<file path="src/rtl/riscv_pkg.sv">
// Shared encodings for the multicycle RISC-V controller: FSM states, opcodes, ALUOp and ALUControl.
// Pure declarations: no logic, no latency, no flow control.
package riscv_pkg;

  typedef enum logic [3:0] {
    FETCH,
    DECODE,
    MEMADR,
    MEMREAD,
    MEMWB,
    MEMWRITE,
    EXECUTER,
    EXECUTEI,
    ALUWB,
    BEQ,
    JAL
  } state_t;

  localparam logic [6:0] OP_LW    = 7'b0000011;
  localparam logic [6:0] OP_SW    = 7'b0100011;
  localparam logic [6:0] OP_RTYPE = 7'b0110011;
  localparam logic [6:0] OP_ITYPE = 7'b0010011;
  localparam logic [6:0] OP_BEQ   = 7'b1100011;
  localparam logic [6:0] OP_JAL   = 7'b1101111;

  typedef enum logic [1:0] {
    ALUOP_ADD   = 2'b00,
    ALUOP_SUB   = 2'b01,
    ALUOP_FUNCT = 2'b10
  } alu_op_t;

  localparam logic [2:0] ALU_ADD = 3'b000;
  localparam logic [2:0] ALU_SUB = 3'b001;
  localparam logic [2:0] ALU_AND = 3'b010;
  localparam logic [2:0] ALU_OR  = 3'b011;
  localparam logic [2:0] ALU_SLT = 3'b101;

endpackage

</file>
<file path="src/rtl/alu_decoder.sv">
// Combinational ALUOp/funct3/funct7 to ALUControl decode, zero latency, no flow control;
// flags funct3 values the datapath cannot execute.
module alu_decoder
  import riscv_pkg::*;
(
  input  alu_op_t     alu_op,
  input  logic        op5,
  input  logic [2:0]  funct3,
  input  logic        funct7b5,
  output logic [2:0]  alu_control,
  output logic        funct_illegal
);

  always_comb begin
    alu_control   = ALU_ADD;
    funct_illegal = 1'b0;
    case (alu_op)
      ALUOP_ADD: alu_control = ALU_ADD;
      ALUOP_SUB: alu_control = ALU_SUB;
      ALUOP_FUNCT: begin
        case (funct3)
          // only R-type (op5 set) can encode sub; addi's bit 30 is immediate data
          3'b000:  alu_control = (op5 && funct7b5) ? ALU_SUB : ALU_ADD;
          3'b010:  alu_control = ALU_SLT;
          3'b110:  alu_control = ALU_OR;
          3'b111:  alu_control = ALU_AND;
          default: funct_illegal = 1'b1;
        endcase
      end
      default: alu_control = ALU_ADD;
    endcase
  end

endmodule

</file>
<file path="src/rtl/mc_controller.sv">
// Moore FSM controller for a multicycle RISC-V core: lw 5 cycles, beq 3, others 4.
// No flow control; PCWrite/IRWrite/MemWrite are held low while reset_n is low.
module mc_controller
  import riscv_pkg::*;
(
  input  logic        clk,
  input  logic        reset_n,
  input  logic [6:0]  op,
  input  logic [2:0]  funct3,
  input  logic        funct7b5,
  input  logic        Zero,
  output logic        PCWrite,
  output logic        AdrSrc,
  output logic        MemWrite,
  output logic        IRWrite,
  output logic [1:0]  ResultSrc,
  output logic [1:0]  ALUSrcA,
  output logic [1:0]  ALUSrcB,
  output logic        RegWrite,
  output logic [1:0]  ImmSrc,
  output logic [2:0]  ALUControl,
  output logic        illegal
);

  state_t  state, state_next;
  alu_op_t alu_op;
  logic    pc_update, branch, ir_write, mem_write;
  logic    decode_illegal, funct_illegal;

  always_ff @(posedge clk or negedge reset_n) begin
    if (!reset_n) state <= FETCH;
    else          state <= state_next;
  end

  always_comb begin
    state_next     = FETCH;
    pc_update      = 1'b0;
    branch         = 1'b0;
    ir_write       = 1'b0;
    mem_write      = 1'b0;
    AdrSrc         = 1'b0;
    ResultSrc      = 2'b00;
    ALUSrcA        = 2'b00;
    ALUSrcB        = 2'b00;
    RegWrite       = 1'b0;
    alu_op         = ALUOP_ADD;
    decode_illegal = 1'b0;
    case (state)
      FETCH: begin
        state_next = DECODE;
        ir_write   = 1'b1;
        ALUSrcB    = 2'b10;
        ResultSrc  = 2'b10;
        pc_update  = 1'b1;
      end
      DECODE: begin
        ALUSrcA = 2'b01;
        ALUSrcB = 2'b01;
        case (op)
          OP_LW, OP_SW: state_next = MEMADR;
          OP_RTYPE:     state_next = EXECUTER;
          OP_ITYPE:     state_next = EXECUTEI;
          OP_BEQ:       state_next = BEQ;
          OP_JAL:       state_next = JAL;
          default:      decode_illegal = 1'b1;
        endcase
      end
      MEMADR: begin
        ALUSrcA    = 2'b10;
        ALUSrcB    = 2'b01;
        state_next = (op == OP_SW) ? MEMWRITE : MEMREAD;
      end
      MEMREAD: begin
        AdrSrc     = 1'b1;
        state_next = MEMWB;
      end
      MEMWB: begin
        ResultSrc = 2'b01;
        RegWrite  = 1'b1;
      end
      MEMWRITE: begin
        AdrSrc    = 1'b1;
        mem_write = 1'b1;
      end
      EXECUTER: begin
        ALUSrcA    = 2'b10;
        alu_op     = ALUOP_FUNCT;
        state_next = ALUWB;
      end
      EXECUTEI: begin
        ALUSrcA    = 2'b10;
        ALUSrcB    = 2'b01;
        alu_op     = ALUOP_FUNCT;
        state_next = ALUWB;
      end
      ALUWB:  RegWrite = 1'b1;
      BEQ: begin
        ALUSrcA = 2'b10;
        branch  = 1'b1;
        alu_op  = ALUOP_SUB;
      end
      JAL: begin
        ALUSrcA    = 2'b01;
        ALUSrcB    = 2'b10;
        pc_update  = 1'b1;
        state_next = ALUWB;
      end
      default: state_next = FETCH;
    endcase
  end

  always_comb begin
    case (op)
      OP_SW:   ImmSrc = 2'b01;
      OP_BEQ:  ImmSrc = 2'b10;
      OP_JAL:  ImmSrc = 2'b11;
      default: ImmSrc = 2'b00;
    endcase
  end

  alu_decoder u_alu_decoder (
    .alu_op        (alu_op),
    .op5           (op[5]),
    .funct3        (funct3),
    .funct7b5      (funct7b5),
    .alu_control   (ALUControl),
    .funct_illegal (funct_illegal)
  );

  // FETCH is the reset state, so the enables it asserts must be masked by reset itself
  assign IRWrite  = ir_write & reset_n;
  assign PCWrite  = reset_n & (pc_update | (branch & Zero));
  assign MemWrite = mem_write & reset_n;
  assign illegal  = decode_illegal | funct_illegal;

endmodule

</file>
<file path="config.mk">
export PLATFORM = sky130hd
export DESIGN_NAME = mc_controller
export DESIGN_NICKNAME = d
export VERILOG_FILES = /design/src/rtl/riscv_pkg.sv /design/src/rtl/alu_decoder.sv /design/src/rtl/mc_controller.sv
export SDC_FILE = /design/constraint.sdc
export NUM_CORES = 1
export LEC_CHECK = 0
export ABC_AREA = 0
export BUFFER_PORTS_ARGS = -buffer_cell sky130_fd_sc_hd__buf_2
export CAP_MARGIN = 20
export CORE_MARGIN = 1
export CORE_UTILIZATION = 40
export CTS_BUF_LIST = sky130_fd_sc_hd__clkbuf_4
export CTS_CLUSTER_SIZE = 25
export DETAILED_ROUTE_END_ITERATION = 16
export PLACE_DENSITY_LB_ADDON = 0.12
export REMOVE_ABC_BUFFERS = 1
export SKIP_LAST_GASP = 1
export SLEW_MARGIN = 15
export SYNTH_ARGS = -nofsm -noshare
export SYNTH_HDL_FRONTEND = slang
export SYNTH_SLANG_ARGS = --single-unit
</file>
<file path="constraint.sdc">
create_clock -name clk -period 1.3 [get_ports clk]
set_input_delay 0.13 -clock clk [delete_from_list [all_inputs] [get_ports clk]]
set_output_delay 0.13 -clock clk [all_outputs]
set_load 0.05 [all_outputs]
</file>
==> impl_metrics.ini, run 1 <==
[outcome]
outcome = stopped before the end
haltStage = 5_1_grt
firstError = [ERROR DPL-0038] Utilization greater than 100%, impossible to legalize

[yosys]
netlist_area_um2 = 572
yosysSeqAreaShare_pct = 17.5
yosys-top-cells-area = dfrtp_1 18%, nor2b_1 6.6%, nor3_1 6.1%
synth_cells = 76
synth_cell_types = 40
yosys.area.top_type = dfrtp_1
ys_ff_latch = 4
synth_area_per_cell_um2 = 7.52
synth_top_area_share_pct = 17.5
yosys_warnings = 0

[place]
dp_hpwl_mm = 1.20
gp_congestion = 0.760
io_buffers = 30
placed_cell_area_um2 = 835
place_inst = 133

[sta]
worst_endpoint_kind = output port
grt_worst_setup_endpoint = ALUControl[1]

[floorplanning]
start_util_pct = 43.4
rows = 13
io_pins = 31
die_w_um = 39.8
dieHeight_um = 39.8

[grt]
grt_max_degree = 14

[clock_tree]
cts_sinks = 4
htreeDepth = 1
clock_path_buffers = 2
clockRootBuffer = clkbuf_4
cts_made_buffers = 3
-- Yosys cell counts --
library cell  n
a211oi_1      1
a21boi_0      1
a21boi_1      1
a21o_1        1
a21oi_1       2
a22o_1        1
a31oi_1       1
and2_0        1
and2_1        1
and3b_1       1
and4bb_1      1
buf_2         3
buf_6         1
dfrtp_1       4
ha_1          2
inv_1         4
inv_2         1
nand2_1       7
nand2b_1      2
nand2b_2      1
nand3_1       1
nand3b_1      1
nand4b_1      1
nor2_1        3
nor2b_1       6
nor3_1        7
nor3b_1       3
nor4_1        1
nor4_2        1
nor4b_1       2
o21a_1        1
o21ai_0       4
o22a_1        1
o22ai_1       1
o32a_1        1
o41ai_2       1
or2_2         1
or2_4         1
xnor2_1       1
xor2_1        1
-- what timing repair did --
item | CTS
pin swaps | 11
hold endpoints to repair | 4
setup buffers | 8
hold buffers | 1
gates resized for setup | 47
endpoints found under the setup margin | 16
-- through the flow --
| step | hold WS, ns | setup slack (ns) |
|---|---|---|
| 2_1_floorplan | -0.166 | -1.28 |
| 3_3_place_gp | -0.0374 | -0.369 |
| 3_5_place_dp | -0.0377 | -0.409 |
| 4_1_cts | 0.298 | -0.548 |
-- cells by family after synthesis --
family,count (synthesis),synth area share [%]
simple gates,42,45.5
compound gates,17,21.7
buf+inv,9,7.88
flops,4,17.5
xor+xnor,2,3.06
fa+ha+maj,2,4.38
==> inputs of run 2 (changes only) <==
- CORE_AREA: unset -> 2 2 63 65
- CORE_MARGIN: 1 -> unset
- CORE_UTILIZATION: 40 -> unset
- CTS_BUF_LIST: sky130_fd_sc_hd__clkbuf_4 -> unset
- CTS_CLUSTER_SIZE: 25 -> unset
- DIE_AREA: unset -> 0 0 65 67
- PLACE_DENSITY_LB_ADDON: 0.12 -> 0.15
- clock period: 1.3 -> 1.69 ns (I/O delays scaled with it)
==> impl_metrics.ini, run 2 <==
[route]
first_pass_iters = 4
drc = 0
wl_per_cell_um = 11.2
vias = 711
via_per_inst = 4.26
first_iter_violations = 18
drt-total-wl_mm = 1.86
ant_nets = 0

[power_and_ir_drop]
combPwrFrac_pct = 72.5
p_switching_mw = 0.607
sw_frac_of_total_pct = 51.0
p_clk_share_pct = 16.7
sequentialPowerShare_pct = 10.7
internal-power_mw = 0.582
irDropWorstVdd_mv = 0.246
p_per_area_mw_per_mm2 = 1120
power.leakage_nw = 0.483

[critical_path]
reg2reg_from = state[0]
worstSetupPathType = reg -> out
cp.arrival_ns = 1.64
reg2reg_to = state[1]
crit_path_end_kind = output pin
critical_path.max_fanout = 4
r2r_setup_slack_ns = 0.23
ff2ff_path_depth = 4
crit_path_start_kind = flip-flop
worstPathRequired_ns = 1.52

[cells_and_area]
seqCellArea_um2 = 101
layout_common_cells = 20 x buf_4, 18 x buf_2, 7 x nand2_1
layout_commonest_cell = buf_4
multi_input_area_um2 = 527
layout-drive-gt1-share_pct = 53.8
largest-register = state
top_regs = state (4)
syn_to_final_growth_pct = 84.9
final_nets = 137
fin_area_mm2 = 0.00106
n_fill_cell = 406
n_antenna_cell = 0
largest_reg_flops = 4

[clock_tree]
clock_path_buffers = 2
clockRootBuffer = clkbuf_8
clock_latency_ns = 0.22
cts_made_buffers = 3
tritoncts = built
htreeDepth = 1
path_clk_slew_ns = 0.03
cts_sinks = 4

[yosys]
yosys_warnings = 0
async_flop_share_pct = 100
yosysSeqAreaShare_pct = 17.5
synth_top_area_share_pct = 17.5
synth_cell_types = 40
yosys.area.top_type = dfrtp_1
synth_area_per_cell_um2 = 7.52
yosys-top-cells-area = dfrtp_1 18%, nor2b_1 6.6%, nor3_1 6.1%
synth_cells = 76
synth_edf_count = 0
ys_ff_latch = 4
synth_commonest_cells = 7 x nand2_1, 7 x nor3_1, 6 x nor2b_1
netlist_area_um2 = 572
synth_top_flop_cell = dfrtp_1

[outcome]
outcome = finished with violations
violations = setup timing

[hold_path]
min_path_cells = 3
min_to = state[2]
hold_class = in -> reg
min_from = op[4]

[sta]
slew_headroom_pct = 63.1
maxSlewViolCount = 0
min_period_ns = 1.81
timing.final.ws_setup_ns = -0.117
setup_viol = 5
fmax_ghz = 0.553
clock_skew_ns = 0.00178
finalCritPeriodShare_pct = 107
finalHoldViolCount = 0
rsz0062_at_grt = yes
worstMarginPinSlew_ns = 0.545

[floorplanning]
die_w_um = 65
start_util_pct = 15.9
core_area_mm2 = 0.00361
io_pins = 31
dieHeight_um = 67
dieArea_mm2 = 0.00436
rows = 22

[grt]
grt_util_met3_pct = 1.52
grtUsageMet1_pct = 10.7
track_usage_pct = 9.09
grt_max_degree = 16
first_global_vias = 712
grt_first_pass_wirelength_mm = 3.06
grt-ovfl-total = 0
antenna_found_initial = 0
grtUsageMet2_pct = 16.1
grt_busiest_layer = met2

[flow_run]
drv_cap = 0

[place]
gp_congestion = 0.671
io_buffers = 30
placed_cell_area_um2 = 846
pre_cts_ws_ns = -0.0790
dp_hpwl_mm = 1.46
[run 2: cell counts after synthesis]
No cell type changed its count.
[run 2: per-stage QoR]
step	util [%]	instances	total power [mW]	TNS, ns	hold slack (ns)
final	29.3	167	1.19	-0.412	0.296
after global routing	29.3	167	1.24	-0.853	0.324
after CTS	28.2	167	1.16	-0.457	0.293
after detailed placement	23.5	162	0.850	-0.0945	0.00244
after global placement	23.5	162	0.849	-0.0847	-0.000205
after floorplan	-	72	0.644	-5.75	-0.127
[run 2: layer usage]
layer	part of all wire [%]	vias up
li1	-	360
met1	46	328
met2	48	21
met3	5.0	2
met4	0.75	0
met5	0	-
[run 2: timing repair]
action,CTS,global route
gates resized for setup,27,13
endpoints found under the setup margin,9,13
hold buffers,1,0
setup buffers,1,0
pin swaps,7,1
endpoints found under the hold margin,4,0
[run 2: cells by family (layout without fill, tap and decap cells)]
group | count (synthesis) | after routing | synth area share (%)
AND/OR/NAND/NOR | 42 | 42 | 45.5
AO/OA/AOI/OAI | 17 | 17 | 21.7
buffers and inverters | 9 | 52 | 7.88
flip-flops | 4 | 4 | 17.5
adder cells (fa/ha/maj) | 2 | 2 | 4.38
XOR/XNOR | 2 | 2 | 3.06
[run 2: final cells by class]
type / count / area share [%]
clock buffers: 3 / 3.91
inverters: 5 / 2.01
multi-input cells: 63 / 49.8
well taps: 48 / 5.68
repair buffers: 44 / 29.0
flip-flops and latches: 4 / 9.59
[run 2: worst max path at each step]
stage / from / to / slack (ns)
floorplan: state[1] / ALUControl[1] / -0.93
global placement: state[1] / ALUControl[1] / -0.06
detailed placement: state[1] / ALUControl[1] / -0.08
CTS: state[1] / ALUControl[1] / -0.12
global route: state[1] / ALUControl[0] / -0.20
finish: state[1] / ALUControl[1] / -0.12
[run 2: power by group through the flow]
stage | Combinational (mW) | Clock, mW | Sequential, mW
6_report | 0.863 | 0.199 | 0.128
3_3_place_gp | 0.725 | 0 | 0.123
2_1_floorplan | 0.484 | 0 | 0.160
3_5_place_dp | 0.726 | 0 | 0.123
5_1_grt | 0.908 | 0.207 | 0.130
4_1_cts | 0.833 | 0.204 | 0.127
[run 2: worst max-delay path: stages (launching register included)]
cell and delay, ns:
dfrtp_1 0.39, nand2b_4 0.15, or2_4 0.26, inv_4 0.07, ha_4 0.20, nor3b_4 0.18, buf_6 0.18
(Power assumes the default switching activity.)
